## config.mk

```make
export PLATFORM = sky130hd
export DESIGN_NAME = hazard_scoreboard
export DESIGN_NICKNAME = d
export VERILOG_FILES = /design/src/rtl/hazard_pkg.sv /design/src/rtl/hazard_scoreboard_addr_match.sv /design/src/rtl/hazard_scoreboard.sv
export SDC_FILE = /design/constraint.sdc
export NUM_CORES = 1
export LEC_CHECK = 0
export BUFFER_PORTS_ARGS = -buffer_cell sky130_fd_sc_hd__clkbuf_2
export CORE_AREA = 4 4 48 50
export DETAILED_ROUTE_END_ITERATION = 10
export DIE_AREA = 0 0 52 54
export PLACE_DENSITY = 0.79
export SKIP_CTS_REPAIR_TIMING = 1
export SYNTH_ARGS = -nofsm -noshare
export SYNTH_HDL_FRONTEND = slang
export SYNTH_SLANG_ARGS = --single-unit
```

## constraint.sdc

```tcl
create_clock -name clk -period 2.4 [get_ports clk]
set_clock_uncertainty 0.05 [all_clocks]
set_input_delay 0.48 -clock clk [delete_from_list [all_inputs] [get_ports clk]]
set_output_delay 0.48 -clock clk [all_outputs]
set_load 0.005 [all_outputs]
```

## src/rtl/hazard_pkg.sv

```systemverilog
// Shared types and constants for the register-hazard scoreboard.
// Optional forwarding is selected by the HAZARD_FORWARD_EN macro in the top level.
package hazard_pkg;

  // Destination field is sized for the widest supported register address.
  localparam int DST_W = 8;

  localparam int FWD_REGFILE = 0;
  localparam int ZERO_REG    = 0;

  typedef struct packed {
    logic             valid;
    logic [DST_W-1:0] dst;
    logic             is_load;
  } entry_t;

  // Width of a forwarding select: register file plus one code per tracked stage.
  function automatic int selw(input int depth);
    return $clog2(depth + 1);
  endfunction

endpackage

```

## src/rtl/hazard_scoreboard_addr_match.sv

```systemverilog
// Single destination/source compare, qualified by entry valid, port use and
// the hard-wired zero register.
module addr_match
  import hazard_pkg::*;
#(
  parameter int AW = 5
) (
  input  logic          valid,
  input  logic [AW-1:0] dst,
  input  logic [AW-1:0] src,
  input  logic          used,
  output logic          hit
);

  assign hit = used && valid && (dst == src) && (src != AW'(ZERO_REG));

endmodule

```

## src/rtl/hazard_scoreboard.sv

```systemverilog
// Tracks in-flight destination registers and resolves per-operand forwarding
// and decode stall. Define HAZARD_FORWARD_EN for forwarding; otherwise interlock-only.
module hazard_scoreboard
  import hazard_pkg::*;
#(
  parameter int AW         = 5,
  parameter int DEPTH      = 3,
  parameter int NRD        = 2,
  parameter int LOAD_READY = 1,
  localparam int SELW      = selw(DEPTH)
) (
  input  logic                clk,
  input  logic                rst,
  input  logic                issue_valid,
  input  logic                issue_wr,
  input  logic                issue_load,
  input  logic [AW-1:0]       issue_dst,
  input  logic [NRD*AW-1:0]   src_addr,
  input  logic [NRD-1:0]      src_used,
  input  logic                flush,
  output logic                stall,
  output logic [NRD*SELW-1:0] fwd_sel,
  output logic                busy
);

  entry_t           entries_reg [DEPTH];
  entry_t           entry_next;
  logic [NRD-1:0]   stall_vec;
  logic [DEPTH-1:0] valid_vec;

  for (genvar gi = 0; gi < NRD; gi++) begin : g_port
    logic [DEPTH-1:0] hit;

    for (genvar gj = 0; gj < DEPTH; gj++) begin : g_stage
      addr_match #(.AW(AW)) u_match (
        .valid (entries_reg[gj].valid),
        .dst   (entries_reg[gj].dst[AW-1:0]),
        .src   (src_addr[gi*AW +: AW]),
        .used  (src_used[gi]),
        .hit   (hit[gj])
      );
    end

`ifdef HAZARD_FORWARD_EN
    logic            port_stall;
    logic [SELW-1:0] port_fwd;

    // Walk oldest to youngest so the lowest matching index has the final say.
    always_comb begin
      port_stall = 1'b0;
      port_fwd   = SELW'(FWD_REGFILE);
      for (int k = DEPTH - 1; k >= 0; k--) begin
        if (hit[k]) begin
          if (!entries_reg[k].is_load || k >= LOAD_READY) begin
            port_stall = 1'b0;
            port_fwd   = SELW'(k + 1);
          end else begin
            port_stall = 1'b1;
            port_fwd   = SELW'(FWD_REGFILE);
          end
        end
      end
    end

    assign stall_vec[gi]               = port_stall;
    assign fwd_sel[gi*SELW +: SELW]    = port_fwd;
`else
    assign stall_vec[gi]               = |hit;
    assign fwd_sel[gi*SELW +: SELW]    = SELW'(FWD_REGFILE);
`endif
  end

  for (genvar gi = 0; gi < DEPTH; gi++) begin : g_valid
    assign valid_vec[gi] = entries_reg[gi].valid;
  end

  assign stall = |stall_vec;
  assign busy  = |valid_vec;

  // A stalled or non-writing issue enters EX as a bubble.
  always_comb begin
    entry_next         = '0;
    entry_next.valid   = issue_valid && issue_wr && !stall;
    entry_next.dst     = DST_W'(issue_dst);
    entry_next.is_load = issue_load;
  end

  always_ff @(posedge clk) begin
    if (rst || flush) begin
      for (int k = 0; k < DEPTH; k++) begin
        entries_reg[k] <= '0;
      end
    end else begin
      entries_reg[0] <= entry_next;
      for (int k = 1; k < DEPTH; k++) begin
        entries_reg[k] <= entries_reg[k-1];
      end
    end
  end

endmodule

```

==> results of run 1 <==
## power groups by stage
stage / clock network [mW] / registers (mW) / logic [mW]
after CTS: 0.185 / 0.310 / 0.0715
after floorplan: 0 / 0.316 / 0.0402
after global routing: 0.202 / 0.311 / 0.0798
after global placement: 0 / 0.317 / 0.0679
final: 0.185 / 0.310 / 0.0711
after detailed placement: 0 / 0.317 / 0.0707
## worst register-to-register path, cell delays in order, from the launching register on
cell and delay (ps):
dfxtp_1 340, xor2_1 150, nor4_1 290, nand3_1 130, a31oi_1 230, nor3_1 80
## cell type report
cell class / count / area (sq um)
fillers: 168 / 833
multi-input cells: 74 / 515
flip-flops and latches: 18 / 360
repair buffers: 24 / 123
clock buffers: 4 / 36.3
well taps: 27 / 33.8
## routing by layer
metal / share of wire, % / wire [um] / vias to the layer above
li1: - / - / 356
met1: 44 / 797 / 325
met2: 46 / 838 / 33
met3: 7.7 / 139 / 6
met4: 1.7 / 31 / 0
met5: 0 / 0 / -
## cells by family after synthesis
group | Yosys count
compound gates | 4
simple gates | 36
buf+inv | 5
flops | 18
other cells | 1
xor+xnor | 30
## cells in the mapped netlist
library cell,n
xor2_1,24
dfxtp_1,18
and2_1,17
nand3_1,7
nor4_1,6
xnor2_1,6
buf_4,4
a31oi_1,2
o21ai_1,2
or4_1,2
clkbuf_1,1
conb_1,1
nor2_1,1
nor3_1,1
or2_1,1
or3_1,1
## metrics by stage
step	hold slack, ps	cell area [sq um]	std cells	util [%]
3_3_place_gp	446	1030	143	54.3
6_report	325	1070	147	56.2
4_1_cts	329	1070	147	56.2
2_1_floorplan	416	910	97	-
5_1_grt	322	1070	147	56.2
3_5_place_dp	445	1030	143	54.3
## how the worst max path moves through the flow
stage                  to  cells after the start  slack, ps
global route        stall                      6         30
detailed placement  stall                      7        180
CTS                 stall                      7        180
floorplan           stall                      4        480
finish              stall                      6        170
global placement    stall                      6        190
==> impl_metrics.ini, run 1 <==
[outcome]
status = finished, final reports clean

[die]
die_x_um = 52
initial_core_util_pct = 47.2
die_area_sq_mm = 0.00281
pin_count = 29
core_area_sq_mm = 0.00190
core.rowCount = 16
die_y_um = 54

[worst_setup_path]
r2r_slack_ps = 1020
timing.rr.end = entries_reg[0][9]
cp_data_arrival_time_ps = 1700
endpoint_kind = primary output
critPathMaxStageDelay_ps = 520
crit_buf_inv = 2
crit_top_cell = clkbuf_2
path_cells = clkbuf_2 > or4_1 > o21ai_1 > a31oi_1 > or2_1 > clkbuf_2
startpoint_type = input pin
crit_path_top_delay_cell = or4_1
path_delay_family = simple AND/OR/NAND/NOR gates
worst-path-max-fanout = 4
crit_path_start = src_addr[0]
worst-setup-path-type = in -> out
timing.rr.start = entries_reg[0][22]
reg2regPathDepth = 5
cp_data_required_time_ps = 1870

[grt]
grt_pass1_vias = 725
use_met3_pct = 3.88
grt.total_usage_pct = 14.4
grt_max_degree = 19
grt-busiest-layer = met2
grt_pass1_wl_um = 2930
met1_usage_pct = 17.2
use_met2_pct = 24.1
antenna_found_initial = 0
grt-ovfl-total = 0

[pwr]
p_total_mw = 0.567
power.net_switching_mw = 0.135
p_sw_share_pct = 23.8
internal-power_mw = 0.432
pwr-share-seq_pct = 54.8
combPwrFrac_pct = 12.5
p_clk_share_pct = 32.7
irDropWorstVdd_mv = 0.473
leakage_nw = 0.507
powerDensity_mw_per_mm2 = 530

[detailed_routing]
wl_per_cell_um = 12.3
routed_wl_um = 1810
postRouteAntennaNets = 0
vias = 720
drt_pass1_iterations = 4
drtIter0Drc = 8
detail_route.drc_violations = 0
vias_per_cell = 4.90

[hold_path]
whs_path_depth = 2
min_from = issue_dst[1]
min_to = entries_reg[0][2]
hp-class = in -> reg

[sta]
timing.final.crit_share_pct = 92.8
fmax_mhz = 449
min_period_ps = 2230
setup_viol = 0
fin_setup_tns_ps = 0
drv_slew = 0
rsz0062_at_grt = no
fin_ws_ps = 173
final_hold_viol_count = 0

[yosys]
synth.area.top_cells = dfxtp_1, xor2_1, and2_1
syn-cell-area_sq_um = 898
yosys.area.top_type = dfxtp_1
yosysWarnings = 0
synth_xor_area_share_pct = 29.2
avgSynthCellArea_sq_um = 9.56
syn-instance-count = 94
yosysSeqAreaShare_pct = 40.1
synth_mux_area_share_pct = 0
synth_compound_area_share_pct = 2.51
ys_seq_elements = 18
synth_top_family_by_area = XOR/XNOR gates
ys_types = 16
yosysTopAreaCellShare_pct = 40.1
synthAdderAreaFrac_pct = 0
synthSimpleGateAreaFrac_pct = 24.0

[clock_tree]
clockRootBuffer = clkbuf_4
clk_pin_slew_ps = 110
clockBufferDepth = 2
h-tree-depth = 1
cts_tree = yes
numCtsBuffers = 3
clock-sinks = 18
clk_latency_ps = 290

[placement]
pre_cts_slack_ps = 178
dp_hpwl_um = 1430
numPortBuffers = 23
place_congestion = 0.858

[layout]
largest_reg_flops = 18
fin_nets = 144
area_delta_synth_final_pct = 18.9
n_antenna_cell = 0
drive_gt1_share_pct = 23.3
layout_common_cells = xor2_1, clkbuf_2, dfxtp_1
final_common_cell = xor2_1

[run]
maxCapViolations = 0
No activity file was read; power rests on OpenSTA's default activity.
==> run 2, diff against run 1 <==
--- a/config.mk
+++ b/config.mk
@@ -6,10 +6,12 @@
 export NUM_CORES = 1
 export LEC_CHECK = 0
 export BUFFER_PORTS_ARGS = -buffer_cell sky130_fd_sc_hd__clkbuf_2
+export CAP_MARGIN = 20
 export CORE_AREA = 4 4 48 50
 export DETAILED_ROUTE_END_ITERATION = 10
 export DIE_AREA = 0 0 52 54
 export PLACE_DENSITY = 0.79
+export REMOVE_ABC_BUFFERS = 1
 export SKIP_CTS_REPAIR_TIMING = 1
 export SYNTH_ARGS = -nofsm -noshare
 export SYNTH_HDL_FRONTEND = slang
==> impl_metrics.ini, run 2 (synthesis gave the netlist of run 1 again) <==
[layout]
largest_reg_flops = 18
fillers = 177
drive_gt1_share_pct = 23.3
fin_nets = 144
post-route-util_pct = 56.2
area_delta_synth_final_pct = 18.9
multi_input_area_sq_um = 515
seq_area_sq_um = 360
n_antenna_cell = 0
layout_common_cells = xor2_1, clkbuf_2, dfxtp_1
final_common_cell = xor2_1

[placement]
dp_hpwl_um = 1430
numPortBuffers = 23
place_congestion = 0.889

[grt]
grt_pass1_wl_um = 2850
antenna_found_initial = 0
grt_pass1_vias = 671
grt-ovfl-total = 0
grt.total_usage_pct = 14.0
grt_max_degree = 19

[detailed_routing]
detail_route.drc_violations = 0
vias = 694
drtIter0Drc = 4
wl_per_cell_um = 12.2
vias_per_cell = 4.72
routed_wl_um = 1800
drt_pass1_iterations = 4
postRouteAntennaNets = 0

[pwr]
p_total_mw = 0.559
p_sw_share_pct = 22.7
powerDensity_mw_per_mm2 = 523
combPwrFrac_pct = 12.7
internal-power_mw = 0.432
power.net_switching_mw = 0.127
p_clk_share_pct = 31.7
leakage_nw = 0.507
irDropWorstVdd_mv = 0.299
pwr-share-seq_pct = 55.6

[sta]
fmax_mhz = 450
hold_ws_ps = 337
drv_slew = 0
rsz0062_at_grt = no
min_period_ps = 2220
final_hold_viol_count = 0
setup_viol = 0
fin_setup_tns_ps = 0
timing.final.crit_share_pct = 92.6

[die]
die_x_um = 52
initial_core_util_pct = 47.2
core.rowCount = 16
die_y_um = 54
core_area_sq_mm = 0.00190
pin_count = 29
die_area_sq_mm = 0.00281

[worst_setup_path]
worst-setup-path-type = reg -> out
endpoint_kind = primary output
critPathMaxStageDelay_ps = 350
startpoint_type = flop
crit_path_top_delay_cell = dfxtp_1
cp_data_arrival_time_ps = 1690
worst-path-max-fanout = 3
path_cells = xor2_1 > nor4_1 > nand3_1 > a31oi_1 > or2_1 > clkbuf_2
cp_data_required_time_ps = 1870

[hold_path]
hp-class = in -> reg

[run]
maxCapViolations = 0

[clock_tree]
clock-sinks = 18
clockRootBuffer = clkbuf_4
clk_latency_ps = 280
cts_tree = yes
numCtsBuffers = 3
clockBufferDepth = 2
clk_pin_slew_ps = 100
h-tree-depth = 1

[outcome]
status = finished, final reports clean
## run 2: final timing paths
path | startpoint | end | slack (ps) | cells past startpoint
setup / recovery | entries_reg[0][15] | stall | 180 | 6
hold / removal | issue_dst[3] | entries_reg[0][4] | 340 | 2
setup reg to reg | entries_reg[0][15] | entries_reg[0][9] | 990 | 5
hold reg to reg | entries_reg[0][11] | entries_reg[0][21] | 460 | 1
## run 2: through the flow
stage	cell area, sq um	setup slack [ps]	instances
3_3_place_gp	1030	202	143
6_report	1070	177	147
2_1_floorplan	876	478	92
4_1_cts	1070	168	147
5_1_grt	1070	41.2	147
3_5_place_dp	1030	204	143
## run 2: power by group through the flow
stage | Combinational (mW) | Sequential (mW) | Clock, mW
after floorplan | 0.0350 | 0.316 | 0
after global placement | 0.0676 | 0.317 | 0
after detailed placement | 0.0701 | 0.318 | 0
after CTS | 0.0711 | 0.311 | 0.185
after global routing | 0.0789 | 0.312 | 0.199
final | 0.0712 | 0.311 | 0.177
## run 2: cell type report
class / count / share of cell area [%]
Multi-Input combinational cell: 74 / 48.2
Sequential cell: 18 / 33.7
Timing Repair Buffer: 24 / 11.5
Clock buffer: 4 / 3.40
Tap cell: 27 / 3.16
## run 2: worst max-delay path: cells and delay by family, from the launching register on
family	cells	cell delay (ps)
buffers and inverters	1	100
AND/OR/NAND/NOR	3	570
flip-flops	1	350
XOR/XNOR	1	160
AO/OA/AOI/OAI	1	230
## run 2: layer usage
layer | GRT usage, % | share of wire [%] | vias to the layer above
li1 | - | - | 359
met1 | 16.1 | 44 | 298
met5 | 0 | 0 | -
met4 | 9.17 | 1.9 | 0
met3 | 1.66 | 9.0 | 4
met2 | 24.5 | 45 | 33
==> run 3, diff against run 2 <==
--- a/config.mk
+++ b/config.mk
@@ -8,11 +8,14 @@
 export BUFFER_PORTS_ARGS = -buffer_cell sky130_fd_sc_hd__clkbuf_2
 export CAP_MARGIN = 20
 export CORE_AREA = 4 4 48 50
+export CTS_CLUSTER_SIZE = 25
 export DETAILED_ROUTE_END_ITERATION = 10
 export DIE_AREA = 0 0 52 54
 export PLACE_DENSITY = 0.79
+export RECOVER_POWER = 100
 export REMOVE_ABC_BUFFERS = 1
 export SKIP_CTS_REPAIR_TIMING = 1
+export SLEW_MARGIN = 20
 export SYNTH_ARGS = -nofsm -noshare
 export SYNTH_HDL_FRONTEND = slang
 export SYNTH_SLANG_ARGS = --single-unit
==> impl_metrics.ini, run 3 (synthesis gave the netlist of run 1 again) <==
[outcome]
status = finished, final reports clean

[die]
core_area_sq_mm = 0.00190
initial_core_util_pct = 47.2
die_y_um = 54
die_x_um = 52
pin_count = 29
die_area_sq_mm = 0.00281
core.rowCount = 16

[sta]
min_period_ps = 2230
fin_setup_tns_ps = 0
final_hold_viol_count = 0
setup_viol = 0
slew_headroom_pct = 61.7
worstMarginPinSlew_ps = 575
timing.final.crit_share_pct = 92.8
rsz0062_at_grt = no
fmax_mhz = 449
drv_slew = 0

[clock_tree]
clk_latency_ps = 280
h-tree-depth = 1
cts_tree = yes
clk_pin_slew_ps = 100
numCtsBuffers = 3
clock-sinks = 18
clockRootBuffer = clkbuf_4
clockBufferDepth = 2

[layout]
final_common_cell = xor2_1
n_antenna_cell = 0
area_delta_synth_final_pct = 18.4
final_area_sq_mm = 0.00106
largest_reg_flops = 18
fin_nets = 144
drive_gt1_share_pct = 21.7
layout_common_cells = xor2_1, clkbuf_2, dfxtp_1

[worst_setup_path]
cp_data_required_time_ps = 1870
path_depth = 6
path_cells = xor2_1 > nor4_1 > nand3_1 > a31oi_1 > or2_1 > clkbuf_1
reg2regPathDepth = 5
startpoint_type = flop
crit_path_start = entries_reg[0][15]
crit_path_top_delay_cell = dfxtp_1
critPathMaxStageDelay_ps = 350
crit_path_end = stall
path_delay_family = simple AND/OR/NAND/NOR gates
timing.rr.end = entries_reg[0][9]
worst-path-max-fanout = 3
r2r_slack_ps = 990
endpoint_kind = primary output
crit_buf_inv = 1
worst-setup-path-type = reg -> out
timing.rr.start = entries_reg[0][15]
cp_data_arrival_time_ps = 1700

[pwr]
internal-power_mw = 0.431
combPwrFrac_pct = 12.6
irDropWorstVdd_mv = 0.295
p_clk_share_pct = 31.9
p_sw_share_pct = 23.0
power.net_switching_mw = 0.128
powerDensity_mw_per_mm2 = 526
leakage_nw = 0.493
pwr-share-seq_pct = 55.6

[detailed_routing]
routed_wl_um = 1800
vias = 692
drtIter0Drc = 3
postRouteAntennaNets = 0
wl_per_cell_um = 12.2
detail_route.drc_violations = 0
drt_pass1_iterations = 4
vias_per_cell = 4.71

[grt]
grt_pass1_vias = 671
antenna_found_initial = 0
grt_max_degree = 19
grt-ovfl-total = 0
grt_pass1_wl_um = 2850
grt.total_usage_pct = 14.0

[placement]
numPortBuffers = 23
dp_hpwl_um = 1430
place_congestion = 0.889
placed_area_sq_mm = 0.00103

[hold_path]
hp-class = in -> reg
min_from = issue_dst[0]

[run]
maxCapViolations = 0
## run 3: changes by cell type in the layout (fill, tap and decap cells not counted), sizes merged
cell    change
buf         -1
clkbuf      +1
## run 3: power by group through the flow
stage               registers (mW)  clock network, mW  logic (mW)
floorplan                    0.316                  0      0.0350
global placement             0.317                  0      0.0676
detailed placement           0.318                  0      0.0701
finish                       0.311              0.178      0.0703
global route                 0.312              0.199      0.0780
CTS                          0.311              0.185      0.0711
## run 3: worst register-to-register path: stages (launching register included)
cell     delay, ps
dfxtp_1        350
xor2_1         160
nor4_1         330
nand3_1        120
a31oi_1        230
nor3_1          70
## run 3: area by class of cell
class | instances | area [sq um]
Clock buffer | 4 | 36.3
Fill cell | 180 | 838
Multi-Input combinational cell | 74 | 515
Sequential cell | 18 | 360
Tap cell | 27 | 33.8
Timing Repair Buffer | 24 | 118
## run 3: metrics by stage
step | hold slack [ps] | instances | worst slack, ps | total power, mW | utilization, %
floorplan | 416 | 92 | 478 | 0.351 | -
global placement | 447 | 143 | 202 | 0.385 | 54.3
detailed placement | 453 | 143 | 204 | 0.388 | 54.3
CTS | 329 | 147 | 168 | 0.566 | 56.2
global route | 324 | 147 | 28.4 | 0.589 | 55.9
finish | 337 | 147 | 174 | 0.559 | 55.9
## run 3: routing by layer
metal  vias to the layer above  share of wire (%)  global-route usage, %  wire length (um)
met5                         -                  0                      0                 0
met4                         0                1.9                   9.17                34
met3                         4                7.6                   1.66               137
met2                        26                 45                   24.5               810
met1                       303                 45                   16.1               814
li1                        359                  -                      -                 -
## run 3: worst min-delay path by stage
stage	end	slack, ps	depth (start not counted)
3_3_place_gp	entries_reg[0][29]	450	1
5_1_grt	entries_reg[0][1]	320	2
2_1_floorplan	entries_reg[0][19]	420	1
4_1_cts	entries_reg[0][1]	330	2
6_report	entries_reg[0][1]	340	2
3_5_place_dp	entries_reg[0][29]	450	1
